$ cat config.mk
export PLATFORM = sky130hd
export DESIGN_NAME = spawn_scheduler
export DESIGN_NICKNAME = d
export VERILOG_FILES = /design/src/rtl/spawn_pkg.sv /design/src/rtl/spawn_type_picker.sv /design/src/rtl/spawn_scheduler.sv
export SDC_FILE = /design/constraint.sdc
export NUM_CORES = 1
export LEC_CHECK = 0
export ABC_AREA = 1
export BUFFER_PORTS_ARGS = -buffer_cell sky130_fd_sc_hd__buf_2
export CORE_AREA = 2 2 150 152
export CTS_CLUSTER_SIZE = 40
export DETAILED_ROUTE_END_ITERATION = 10
export DIE_AREA = 0 0 152 154
export GPL_TIMING_DRIVEN = 0
export PLACE_DENSITY = 0.74
export SYNTH_ARGS = -nofsm -noshare
export SYNTH_HDL_FRONTEND = slang
export SYNTH_SLANG_ARGS = --single-unit
$ cat constraint.sdc
create_clock -name clk_i -period 4.7 [get_ports clk_i]
set_input_delay 0.47 -clock clk_i [delete_from_list [all_inputs] [get_ports clk_i]]
set_output_delay 0.47 -clock clk_i [all_outputs]
set_load 0.03 [all_outputs]
$ cat src/rtl/spawn_pkg.sv
// Shared types and ring-pointer helpers for the entity spawn scheduler.
package spawn_pkg;

  typedef enum logic [2:0] {
    StIdle,
    StRun,
    StSpawn,
    StSettle,
    StDrain,
    StHalt
  } state_t;

  // Type code 0 marks an empty/unassigned slot; real types are 1..TYPE_COUNT.
  localparam int unsigned TypeNone = 0;

  function automatic int unsigned incr_mod(input int unsigned v, input int unsigned depth);
    return (v + 1 >= depth) ? 0 : v + 1;
  endfunction

  function automatic int unsigned decr_mod(input int unsigned v, input int unsigned depth);
    return (v == 0) ? depth - 1 : v - 1;
  endfunction

endpackage

$ cat src/rtl/spawn_type_picker.sv
// Combinational type search: first candidate that meets its speed floor and
// would not exceed the consecutive-duplicate limit.
module spawn_type_picker
  import spawn_pkg::*;
#(
  parameter int unsigned TYPE_COUNT = 4,
  parameter int unsigned MAX_DUP    = 2,
  parameter int unsigned SPEED_W    = 15,
  parameter int unsigned CNT_W      = 4,
  parameter int unsigned TYPE_W     = 3,
  parameter int unsigned HIST       = 2
) (
  input  logic [10:0]                        rng_i,
  input  logic [SPEED_W-1:0]                 speed_i,
  input  logic [TYPE_COUNT:0][SPEED_W-1:0]   min_speed_i,
  input  logic [HIST-1:0][TYPE_W-1:0]        hist_i,
  input  logic [CNT_W-1:0]                   count_i,
  output logic                               valid_o,
  output logic [TYPE_W-1:0]                  type_o
);

  logic [TYPE_COUNT-1:0][TYPE_W-1:0] cand;
  logic [TYPE_COUNT-1:0]             cand_ok;

  for (genvar g = 0; g < TYPE_COUNT; g++) begin : g_cand
    logic dup_l;

    assign cand[g] = TYPE_W'((32'(rng_i) + 32'(g)) % TYPE_COUNT + 1);

    // Duplicate only when the newest MAX_DUP occupied slots all hold this type.
    always_comb begin
      dup_l = (MAX_DUP != 0) && (32'(count_i) >= MAX_DUP);
      for (int unsigned k = 0; k < HIST; k++) begin
        if (hist_i[k] != cand[g]) dup_l = 1'b0;
      end
    end

    assign cand_ok[g] = (speed_i >= min_speed_i[cand[g]]) && !dup_l;
  end

  // Walk downwards so the lowest-index acceptable candidate wins.
  always_comb begin
    valid_o = 1'b0;
    type_o  = TYPE_W'(TypeNone);
    for (int i = int'(TYPE_COUNT) - 1; i >= 0; i--) begin
      if (cand_ok[i]) begin
        valid_o = 1'b1;
        type_o  = cand[i];
      end
    end
  end

endmodule

$ cat src/rtl/spawn_scheduler.sv
// Ring-queue spawn scheduler: per frame update it spawns at most one entity,
// strobes all slots, then drains off-screen slots from the front.
module spawn_scheduler
  import spawn_pkg::*;
#(
  parameter int unsigned DEPTH      = 7,
  parameter int unsigned TYPE_COUNT = 4,
  parameter int unsigned MAX_DUP    = 2,
  parameter bit          RAND_GATE  = 1'b0,
  parameter int unsigned GAME_WIDTH = 640,
  parameter int unsigned SPEED_W    = 15,
  localparam int unsigned PTR_W     = $clog2(DEPTH),
  localparam int unsigned TYPE_W    = $clog2(TYPE_COUNT + 1)
) (
  input  logic                               clk_i,
  input  logic                               rst_i,
  input  logic                               update_i,
  input  logic                               start_i,
  input  logic                               crash_i,
  input  logic                               enable_i,
  input  logic [SPEED_W-1:0]                 speed_i,
  input  logic [10:0]                        rng_i,
  input  logic [TYPE_COUNT:0][SPEED_W-1:0]   min_speed_i,
  input  logic [DEPTH-1:0]                   slot_remove_i,
  input  logic [DEPTH-1:0]                   slot_visible_i,
  input  logic [DEPTH-1:0][10:0]             slot_x_pos_i,
  input  logic [DEPTH-1:0][9:0]              slot_width_i,
  input  logic [DEPTH-1:0][10:0]             slot_gap_i,
  output logic [DEPTH-1:0]                   slot_start_o,
  output logic [DEPTH-1:0][TYPE_W-1:0]       slot_type_o,
  output logic                               slot_update_o,
  output logic [PTR_W-1:0]                   front_o,
  output logic [PTR_W:0]                     count_o,
  output logic                               done_o
);

  localparam int unsigned CNT_W = PTR_W + 1;
  localparam int unsigned HIST  = (MAX_DUP == 0) ? 1 : MAX_DUP;

  state_t                          state_q, state_d;
  logic [PTR_W-1:0]                front_q, front_d;
  logic [PTR_W-1:0]                back_q, back_d;
  logic [CNT_W-1:0]                count_q, count_d;
  logic [DEPTH-1:0]                slot_start_q, slot_start_d;
  logic [DEPTH-1:0][TYPE_W-1:0]    slot_type_q, slot_type_d;
  logic                            slot_update_q, slot_update_d;
  logic                            done_q, done_d;

  logic [PTR_W-1:0]                last_idx;
  logic [HIST-1:0][TYPE_W-1:0]     hist;
  logic                            pick_valid;
  logic [TYPE_W-1:0]               pick_type;
  logic signed [12:0]              edge_sum;
  logic                            room_ok;
  logic                            gate_ok;
  logic                            spawn_ok;

  assign last_idx = PTR_W'(decr_mod(32'(back_q), DEPTH));

  // Newest-first type history, walking backwards from the last spawned slot.
  always_comb begin
    int unsigned p;
    p    = 32'(last_idx);
    hist = '0;
    for (int unsigned k = 0; k < HIST; k++) begin
      hist[k] = slot_type_q[p[PTR_W-1:0]];
      p       = decr_mod(p, DEPTH);
    end
  end

  spawn_type_picker #(
    .TYPE_COUNT (TYPE_COUNT),
    .MAX_DUP    (MAX_DUP),
    .SPEED_W    (SPEED_W),
    .CNT_W      (CNT_W),
    .TYPE_W     (TYPE_W),
    .HIST       (HIST)
  ) u_picker (
    .rng_i       (rng_i),
    .speed_i     (speed_i),
    .min_speed_i (min_speed_i),
    .hist_i      (hist),
    .count_i     (count_q),
    .valid_o     (pick_valid),
    .type_o      (pick_type)
  );

  // Right edge of the newest entity plus its requested gap, as signed 13-bit.
  assign edge_sum = $signed({{2{slot_x_pos_i[last_idx][10]}}, slot_x_pos_i[last_idx]})
                  + $signed({3'b000, slot_width_i[last_idx]})
                  + $signed({2'b00, slot_gap_i[last_idx]});
  assign room_ok  = edge_sum < $signed(13'(GAME_WIDTH));

  always_comb begin
    if (count_q == '0) begin
      gate_ok = enable_i;
    end else if (count_q == CNT_W'(DEPTH)) begin
      gate_ok = 1'b0;
    end else begin
      gate_ok = enable_i && slot_visible_i[last_idx] && (!RAND_GATE || rng_i[0]) && room_ok;
    end
    spawn_ok = gate_ok && pick_valid;
  end

  always_comb begin
    state_d       = state_q;
    front_d       = front_q;
    back_d        = back_q;
    count_d       = count_q;
    slot_start_d  = slot_start_q;
    slot_type_d   = slot_type_q;
    slot_update_d = slot_update_q;
    done_d        = 1'b0;

    if (state_q != StIdle && crash_i) begin
      state_d       = StHalt;
      slot_update_d = 1'b0;
    end else begin
      unique case (state_q)
        StIdle: begin
          if (start_i) state_d = StRun;
        end
        StRun: begin
          if (update_i) state_d = StSpawn;
        end
        StSpawn: begin
          // Strobe lands together with the new slot's start.
          slot_update_d = 1'b1;
          if (spawn_ok) begin
            slot_start_d[back_q] = 1'b1;
            slot_type_d[back_q]  = pick_type;
            back_d               = PTR_W'(incr_mod(32'(back_q), DEPTH));
            count_d              = count_q + CNT_W'(1);
          end
          state_d = StSettle;
        end
        StSettle: begin
          slot_update_d = 1'b0;
          state_d       = StDrain;
        end
        StDrain: begin
          if (count_q != '0 && slot_remove_i[front_q]) begin
            slot_start_d[front_q] = 1'b0;
            front_d               = PTR_W'(incr_mod(32'(front_q), DEPTH));
            count_d               = count_q - CNT_W'(1);
          end else begin
            done_d  = 1'b1;
            state_d = StRun;
          end
        end
        StHalt: begin
          slot_update_d = 1'b0;
        end
        default: state_d = StIdle;
      endcase
    end
  end

  always_ff @(posedge clk_i) begin
    if (rst_i) begin
      state_q       <= StIdle;
      front_q       <= '0;
      back_q        <= '0;
      count_q       <= '0;
      slot_start_q  <= '0;
      slot_type_q   <= '0;
      slot_update_q <= 1'b0;
      done_q        <= 1'b0;
    end else begin
      state_q       <= state_d;
      front_q       <= front_d;
      back_q        <= back_d;
      count_q       <= count_d;
      slot_start_q  <= slot_start_d;
      slot_type_q   <= slot_type_d;
      slot_update_q <= slot_update_d;
      done_q        <= done_d;
    end
  end

  assign slot_start_o  = slot_start_q;
  assign slot_type_o   = slot_type_q;
  assign slot_update_o = slot_update_q;
  assign front_o       = front_q;
  assign count_o       = count_q;
  assign done_o        = done_q;

endmodule

# Word-level counts from Yosys, hierarchy flattened
# Index checks and enable logic that the tools add are counted.
# classes
order_cmp	18
eq_ne	23
mux	64
reduce_logical	31
bitwise_logic	6
n_addsub	15
# op_table
operator	n
$bmux 15 s3	4
$bmux 11 s3	2
$ge 15x15->1	4
$mux 15	4
$mux 3	15
$lt 3x4->1 const B	8
$bmux 10 s3	1
$ne 3x3->1	8
$mux 11	2
$bwmux 21	1
$mux 1	19
$bmux 3 s3	2
$pmux 3 s6	1
$mux 7	2
$pmux 7 s2	1
$add 12x12->13	1
$lt 13x11->1 const B	1
$add 11x11->12	1
$add 2x1->3 const B	4
$ne 2x2->1 const B	6
$reduce_and 4->1	3
$logic_and 1x1->1	11
$mux 10	1
$demux 3 s3	1
32 further kinds	54
# totals
in_bits	345
elab_cells	172
out_inout_bits	37
ff_bits	43

# Longest topological paths before layout
# Gate-level depths: netlist of run 1.
# logic_depth
ltp_word	17
depth_mapped	37
depth_no_buf	30

# By module
# From an unflattened synthesis of run 1, not the netlist that was laid out.
# unflattened
hier_cells	1619
area_unflattened_um2	9331.4
# modules_own_cells
mod	seq_area_each_um2	cells_each	n_inst	area_per_inst_um2
spawn_scheduler	860.8	868	1	5336.4
spawn_type_picker	0.0	751	1	3995.1

# Least setup slack after synthesis of run 1
# Ideal clock, no wire load.
# synth_timing
kind	register to register
from	register back_q[0]
to	register back_q[1]
synth_period_minus_slack_ps	5250
setup_time_ps	128
required_time_ps	4572
n_path_buf	9
setup_slack_ps	-550
stages_incl_launch_ff	37
t_arrival_ps	5122
path_cell_list	dfxtp_1 > buf_2 > inv_1 > buf_2 > clkbuf_1 > ha_1 > nand2_8 > nand2_4 > buf_6 > buf_8 > buf_2 > clkbuf_1 > clkbuf_1 > nand2_1 > nand3_1 > a31oi_1 > fa_1 > inv_1 > ha_1 > nand2_1 > nor2_1 > nand2_1 > o21ai_0 > nor2_1 > nand2_1 > nand2_1 > nand2_1 > nand3_1 > nand3_1 > nand2_1 > nand2_1 > nand2_1 > nand2_4 > nand2_4 > buf_4 > o21ai_0 > nor2_1
# synth_between
elab_chain_cells	16
elab_cells_between_ends	58
classes_between	add/sub: 5; order compare: 2; eq/ne: 8; mux: 29; reduce/logical: 14
# synth_lines
item	line	source
start, declared	spawn_scheduler.sv:42	logic [PTR_W-1:0] back_q, back_d;
start signal, assigned	spawn_scheduler.sv:172	back_q <= back_d;
parallel branches: the longest is 16 deep, another holds $add 12x12->13	n/a	
# Parallel ways; which one is timed is not known. The select of a mux whose other input is x is not followed.
# A chain may end at the register's enable or synchronous reset.

# Worst setup path in the final report of run 1
# layout_timing
from	input port rng_i[0]
to	register slot_start_q[0] (netlist: slot_start_o[0])
# layout_between
elab_chain_cells	14
elab_cells_between_ends	50
classes_between	add/sub: 7; order compare: 4; eq/ne: 9; mux: 20; reduce/logical: 10
# layout_lines
item	line	source
start, declared	spawn_scheduler.sv:22	input logic [10:0] rng_i,
parallel branches: the longest is 10 deep, another holds $ge 15x15->1	n/a	
$mux 1 (*)	spawn_type_picker.sv:46	if (cand_ok[i]) begin
$logic_and 1x1->1 (*)	spawn_scheduler.sv:102	spawn_ok = gate_ok && pick_valid;
$ne 2x2->1 (no line) (*)	n/a	
$reduce_and 4->1 (no line) (*)	n/a	
end signal, assigned	spawn_scheduler.sv:174	slot_start_q <= slot_start_d;
end, declared	spawn_scheduler.sv:44	logic [DEPTH-1:0] slot_start_q, slot_start_d;
# Mark *: on every way between the ends. The select of a mux whose other input is x is not followed.

==> flow_summary.toml, run 1 <==
[worst_setup_path]
startpoint_type = "input pin"
crit_required_ns = 4.92
max_stage_delay_ns = 0.40
cp.arrival_ns = 4.82
critical_path_peak_fanout = 11
critPathCaptureType = "flop"
path_class = "input pin to flop"
crit_slowest_cell = "clkbuf_1"
cp_common_cell = "nand2_4"

[yosys]
ys_ff_latch = 43
synth_nets = 2016
synthCells = 1573
synth_area_um2 = 9330
synth_edf_count = 0
ys_top_cells_by_area = "nand2_1, ha_1, dfxtp_1"
ys_seq_area_share_pct = 9.23
postSynth.asyncResetShare_pct = 0
synthDistinctLibCells = 57
synth_top_cell_by_area = "nand2_1"
synth_flop_cell = "dfxtp_1"
ys_warn_count = 0
synth_commonest_cells = "nand2_1, nor2_1, inv_1, o21ai_0, nand3_1"
yosysMostFrequentCell = "nand2_1"
yosys.area.top_type_share_pct = 14.7
postSynthAreaPerCell_um2 = 5.93

[placement]
dp_hpwl_um = 37400
io_buffers = 371
place_area_um2 = 11600
gp_congestion = 1.01

[clock_network]
tritoncts = "built"
cts_root_buf = "clkbuf_16"
cts_buffer_depth = 2
numCtsBuffers = 5
cts_htree_levels = 2
cts.sinks = 43
clk_pin_slew_ns = 0.07
insertion_delay_ns = 0.29
cts.hold.buffers_added = 0

[power]
total_power_uw = 2350
p_per_area_nw_per_um2 = 176
p_leak_uw = 0.00650
ir_drop_mv = 0.170

[routing]
wl_per_cell_um = 20.5
dr_total_vias = 13800
totalWireLength_um = 46800
drtIter0Drc = 1654
viasPerCell = 6.03
first_pass_iters = 6
ant_nets = 0
drc_errors = 0

[timing]
hold_viol = 0
period_share_pct = 97.8
drv_slew = 0
worst_pin_slew_ns = 0.777
max_freq_mhz = 218
slew_headroom_pct = 48.2
fin_worst_skew_ns = 0.00736
setup_viol = 0
finalCriticalPeriod_ns = 4.60

[final_layout]
synthToLayoutAreaGrowth_pct = 43.3
nets = 2446
final_area_um2 = 13400
drive_above_1_share_pct = 32.1
fill_cells = 2155

[global_routing]
grt_pass1_wl_um = 69600
grt.total_usage_pct = 36.9
overflow = 0
grt_max_degree = 19
antenna_found_initial = 1
grt_pass1_vias = 12800

[floorplanning]
dieArea_um2 = 23400
die_h_um = 154
die-width_um = 152
rows = 54
coreArea_um2 = 21700
num_io_pins = 382
start_util_pct = 43.0

[job]
maxCapViolCount = 0

[worst_hold_path]
hold_class = "input pin to flop"

[run_status]
outcome = "complete, no violations"
==> worst max-delay path, delay by kind of cell <==
family | cells | cell delay, ns
AOI/OAI and AO/OA | 8 | 1.21
adders and majority gates | 2 | 0.48
buffers and inverters | 9 | 1.86
and+or+nand+nor | 8 | 0.77
==> final timing paths <==
path                  from         endpoint  slack, ns  cells after the start
max               rng_i[0]  slot_start_o[0]       0.10                     27
min                crash_i       state_q[0]       0.51                      3
max reg2reg      back_q[0]  slot_start_o[0]       0.16                     31
min reg2reg  slot_update_o    slot_update_o       0.51                      2
==> placed cells by master, fill, tap and decap left out, types with 12 or more instances in the layout <==
master | synthesis | routed
nand4_1 | 29 | 29
a21oi_2 | 1 | 12
o221ai_1 | 35 | 29
buf_2 | 8 | 373
buf_8 | 1 | 17
inv_1 | 140 | 132
buf_4 | 3 | 49
a31oi_1 | 29 | 23
a22oi_1 | 14 | 14
buf_6 | 5 | 13
nor2_1 | 165 | 158
o211ai_1 | 12 | 12
nand2_2 | 5 | 18
nand3_1 | 116 | 109
clkbuf_1 | 68 | 27
mux2i_1 | 22 | 22
nand2_4 | 9 | 12
a21oi_1 | 106 | 93
nand2_1 | 366 | 349
dfxtp_1 | 43 | 41
a32oi_1 | 17 | 15
o21ai_0 | 133 | 124
ha_1 | 88 | 79
o22ai_1 | 24 | 24
clkbuf_16 | 0 | 13
==> cell families after synthesis <==
kind of cell | after synthesis | share of synthesized area [%]
xor gates and xnor gates | 7 | 0.657
buffers and inverters | 250 | 10.8
and+or+nand+nor | 720 | 33.7
AOI/OAI and AO/OA | 433 | 29.3
adders and majority gates | 98 | 14.0
DFF | 43 | 9.23
muxes | 22 | 2.36
==> area by class of cell <==
class	instances	area (µm²)	share of cell area, %
clock buffers	6	139	1.04
inverters	147	578	4.33
plain buffers	97	880	6.58
well taps	280	350	2.62
diodes	2	5.00	0.0374
flip-flops and latches	43	866	6.48
multi-input cells	1280	8080	60.5
repair buffers	429	2450	18.3
clock inverters	2	13.8	0.103
==> registers in the layout, indices dropped and copies added, names as in the netlist <==
name and count:
state_q 3, front_o 3, done_o 1, slot_update_o 1, slot_start_o 7, slot_type_o 21
back_q 3, count_o 4
==> what timing repair did <==
item / in CTS / in global routing
setup endpoints to repair: 35 / 35
setup buffers: 28 / 24
pin swaps: 37 / 53
cloned: 3 / 4
gates resized for setup: 175 / 133
==> routing by layer <==
metal	routed length, µm	GRT usage (%)	up-vias
li1	-	-	6383
met1	19200	49.8	6351
met2	21100	60.6	914
met3	5000	6.60	133
met4	1530	9.79	0
met5	0	0	-
==> stage by stage <==
| stage | setup WS, ns | hold WS, ns | utilization, % | setup TNS, ns | instances |
|---|---|---|---|---|---|
| global route | -0.0737 | 0.524 | 61.6 | -0.485 | 2285 |
| CTS | 0.000483 | 0.487 | 58.7 | 0 | 2261 |
| global placement | -1.69 | 0.471 | 53.5 | -56.77 | 2224 |
| finish | 0.102 | 0.508 | 61.6 | 0 | 2286 |
| floorplan | 0.000488 | 0.556 | - | 0 | 1573 |
| detailed placement | -1.72 | 0.478 | 53.5 | -57.80 | 2224 |
==> power by group <==
group	total, µW	switching, µW	internal, µW
registers	382	9.18	373
logic	1610	952	654
clock network	366	153	213
Note: power is estimated with default switching activity, not from simulation.
==> run 2, diff against run 1 <==
--- a/config.mk
+++ b/config.mk
@@ -5,12 +5,11 @@
 export SDC_FILE = /design/constraint.sdc
 export NUM_CORES = 1
 export LEC_CHECK = 0
-export ABC_AREA = 1
 export BUFFER_PORTS_ARGS = -buffer_cell sky130_fd_sc_hd__buf_2
-export CORE_AREA = 2 2 150 152
+export CORE_AREA = 2 2 149 151
 export CTS_CLUSTER_SIZE = 40
 export DETAILED_ROUTE_END_ITERATION = 10
-export DIE_AREA = 0 0 152 154
+export DIE_AREA = 0 0 151 153
 export GPL_TIMING_DRIVEN = 0
 export PLACE_DENSITY = 0.74
 export SYNTH_ARGS = -nofsm -noshare
==> flow_summary.toml, run 2 <==
[timing]
worst_pin_slew_ns = 1.06
fin_worst_skew_ns = 0.00526
finalCriticalPeriod_ns = 5.74
slew_headroom_pct = 28.7
rsz0062_at_grt = "yes"
drv_slew = 0
setup_viol = 35
hold_viol = 0
period_share_pct = 122
max_freq_mhz = 174
tns_ns = -31.47
setup_ws_ns = -1.04

[routing]
ant_nets = 0
drtIter0Drc = 1332
viasPerCell = 6.28
wl_per_cell_um = 22.9
totalWireLength_um = 44600
drc_errors = 0
dr_total_vias = 12200
first_pass_iters = 5

[floorplanning]
die_h_um = 153
start_util_pct = 42.6
die-width_um = 151
num_io_pins = 382
dieArea_um2 = 23100
coreArea_um2 = 21500
rows = 54

[clock_network]
cts_root_buf = "clkbuf_16"
cts_buffer_depth = 2
numCtsBuffers = 5
insertion_delay_ns = 0.29
clk_pin_slew_ns = 0.06
cts_htree_levels = 2
cts.hold.buffers_added = 0
cts.sinks = 43
tritoncts = "built"

[worst_hold_path]
worstHoldStart = "slot_start_o[6]"
hold_class = "flop to flop"

[global_routing]
overflow = 0
grt_max_degree = 16
grt_pass1_vias = 11700
grt_pass1_wl_um = 64700
grt.total_usage_pct = 35.8
antenna_found_initial = 5

[placement]
io_buffers = 370
gp_congestion = 0.993
dp_hpwl_um = 35200
place_area_um2 = 11600

[worst_setup_path]
crit_slowest_cell = "fa_1"
max_stage_delay_ns = 0.53
cp.arrival_ns = 5.89
reg2reg_from = "back_q[0]"
critPathCaptureType = "flop"
critical_path_peak_fanout = 10
crit_required_ns = 4.85
cp_common_cell = "a21oi_2"
cp-startpoint = "back_q[0]"
startpoint_type = "flop"
path_class = "flop to flop"

[yosys]
ys_top_cells_by_area = "ha_1, dfxtp_1, mux2i_1"
synth-simple-area-share_pct = 20.0
yosysMostFrequentCell = "nand2_1"
synthDistinctLibCells = 85
synth_top_cell_by_area = "ha_1"
synth_top_family_by_area = "compound AO/OA/AOI/OAI gates"
ys_ff_latch = 43
postSynth.asyncResetShare_pct = 0
synth_flop_cell = "dfxtp_1"
synth_edf_count = 0
synthAdderAreaFrac_pct = 14.3
muxShareOfSynthArea_pct = 16.8
synthCells = 1242
synth_commonest_cells = "nand2_1, o21ai_0, a21oi_1, ha_1, mux2i_1"
ys_seq_area_share_pct = 9.40
ys_warn_count = 0
synth_nets = 1685
postSynthAreaPerCell_um2 = 7.37
yosys.area.top_type_share_pct = 12.0
synth_area_um2 = 9160
synth-compound-area-share_pct = 32.3
synth_xor_area_share_pct = 0.478

[final_layout]
nets = 2100
drive_above_1_share_pct = 38.2
largest_register_ff_count = 21
layout_common_cells = "buf_2, nand2_1, o21ai_0"
utilization_pct = 60.1
final_common_cell = "buf_2"
synthToLayoutAreaGrowth_pct = 41.1
final_area_um2 = 12900

[power]
ir_drop_mv = 0.131
p_leak_uw = 0.00584
p_per_area_nw_per_um2 = 147

[job]
maxCapViolCount = 0

[run_status]
outcome = "finished with violations"
violations = "negative setup slack"
run 2: cell types whose count changed after synthesis, moves of 33 or more:
cell,before,now
inv_1,140,41
mux2i_1,22,71
o211ai_1,12,45
nor2_1,165,51
nand2_1,366,144
nand3_1,116,53
run 2: layer usage:
layer / track usage (%) / vias to the layer above / part of all wire (%)
met5: 0 / - / 0
met2: 60.7 / 769 / 48
met1: 46.2 / 5738 / 39
met3: 6.36 / 127 / 9.8
li1: - / 5572 / -
met4: 10.7 / 0 / 3.3
run 2: area by class of cell:
type | instances | area [µm²]
antenna | 5 | 12.5
buffer | 101 | 782
clock buffer | 5 | 125
clock inverter | 3 | 47.5
fill | 2011 | 8570
inverter | 46 | 185
multi-input combinational | 1049 | 8330
sequential | 43 | 865
tap | 280 | 350
timing repair buffer | 411 | 2220
run 2: cell families after synthesis:
group | count (synthesis)
compound gates | 453
xor+xnor | 5
fa+ha+maj | 99
buf+inv | 150
flops | 43
mux | 112
simple gates | 380
run 2: final timing paths:
kind / end / slack [ns] / cells past startpoint
setup / recovery: back_q[2] / -1.04 / 29
setup reg to reg: back_q[2] / -1.04 / 29
hold / removal: slot_start_o[6] / 0.49 / 2
hold reg to reg: slot_start_o[6] / 0.49 / 2
run 2: where the power goes:
| part | total [µW] | switching (µW) | internal (µW) |
|---|---|---|---|
| logic | 1110 | 612 | 503 |
| clock network | 408 | 154 | 254 |
| registers | 372 | 3.73 | 368 |
run 2: through the flow:
step,cells,power (µW),setup slack [ns],hold WS (ns)
global placement,1892,1360,-2.06,0.486
global route,1942,2010,-1.17,0.506
detailed placement,1892,1370,-2.06,0.476
finish,1943,1890,-1.04,0.490
floorplan,1242,1010,-0.578,0.501
CTS,1933,1810,-0.749,0.489
run 2: critical path: cells and delay by family (launching register included):
family,cells,cell delay [ns]
adders and majority gates,3,0.96
DFF,1,0.38
buffers and inverters,9,1.01
and+or+nand+nor,6,1.09
AOI/OAI and AO/OA,11,2.14
run 2: repair_timing:
action	in CTS	in global routing
setup endpoints to repair	35	35
setup buffers	29	5
gates resized for setup	138	71
cloned	6	1
pin swaps	29	35
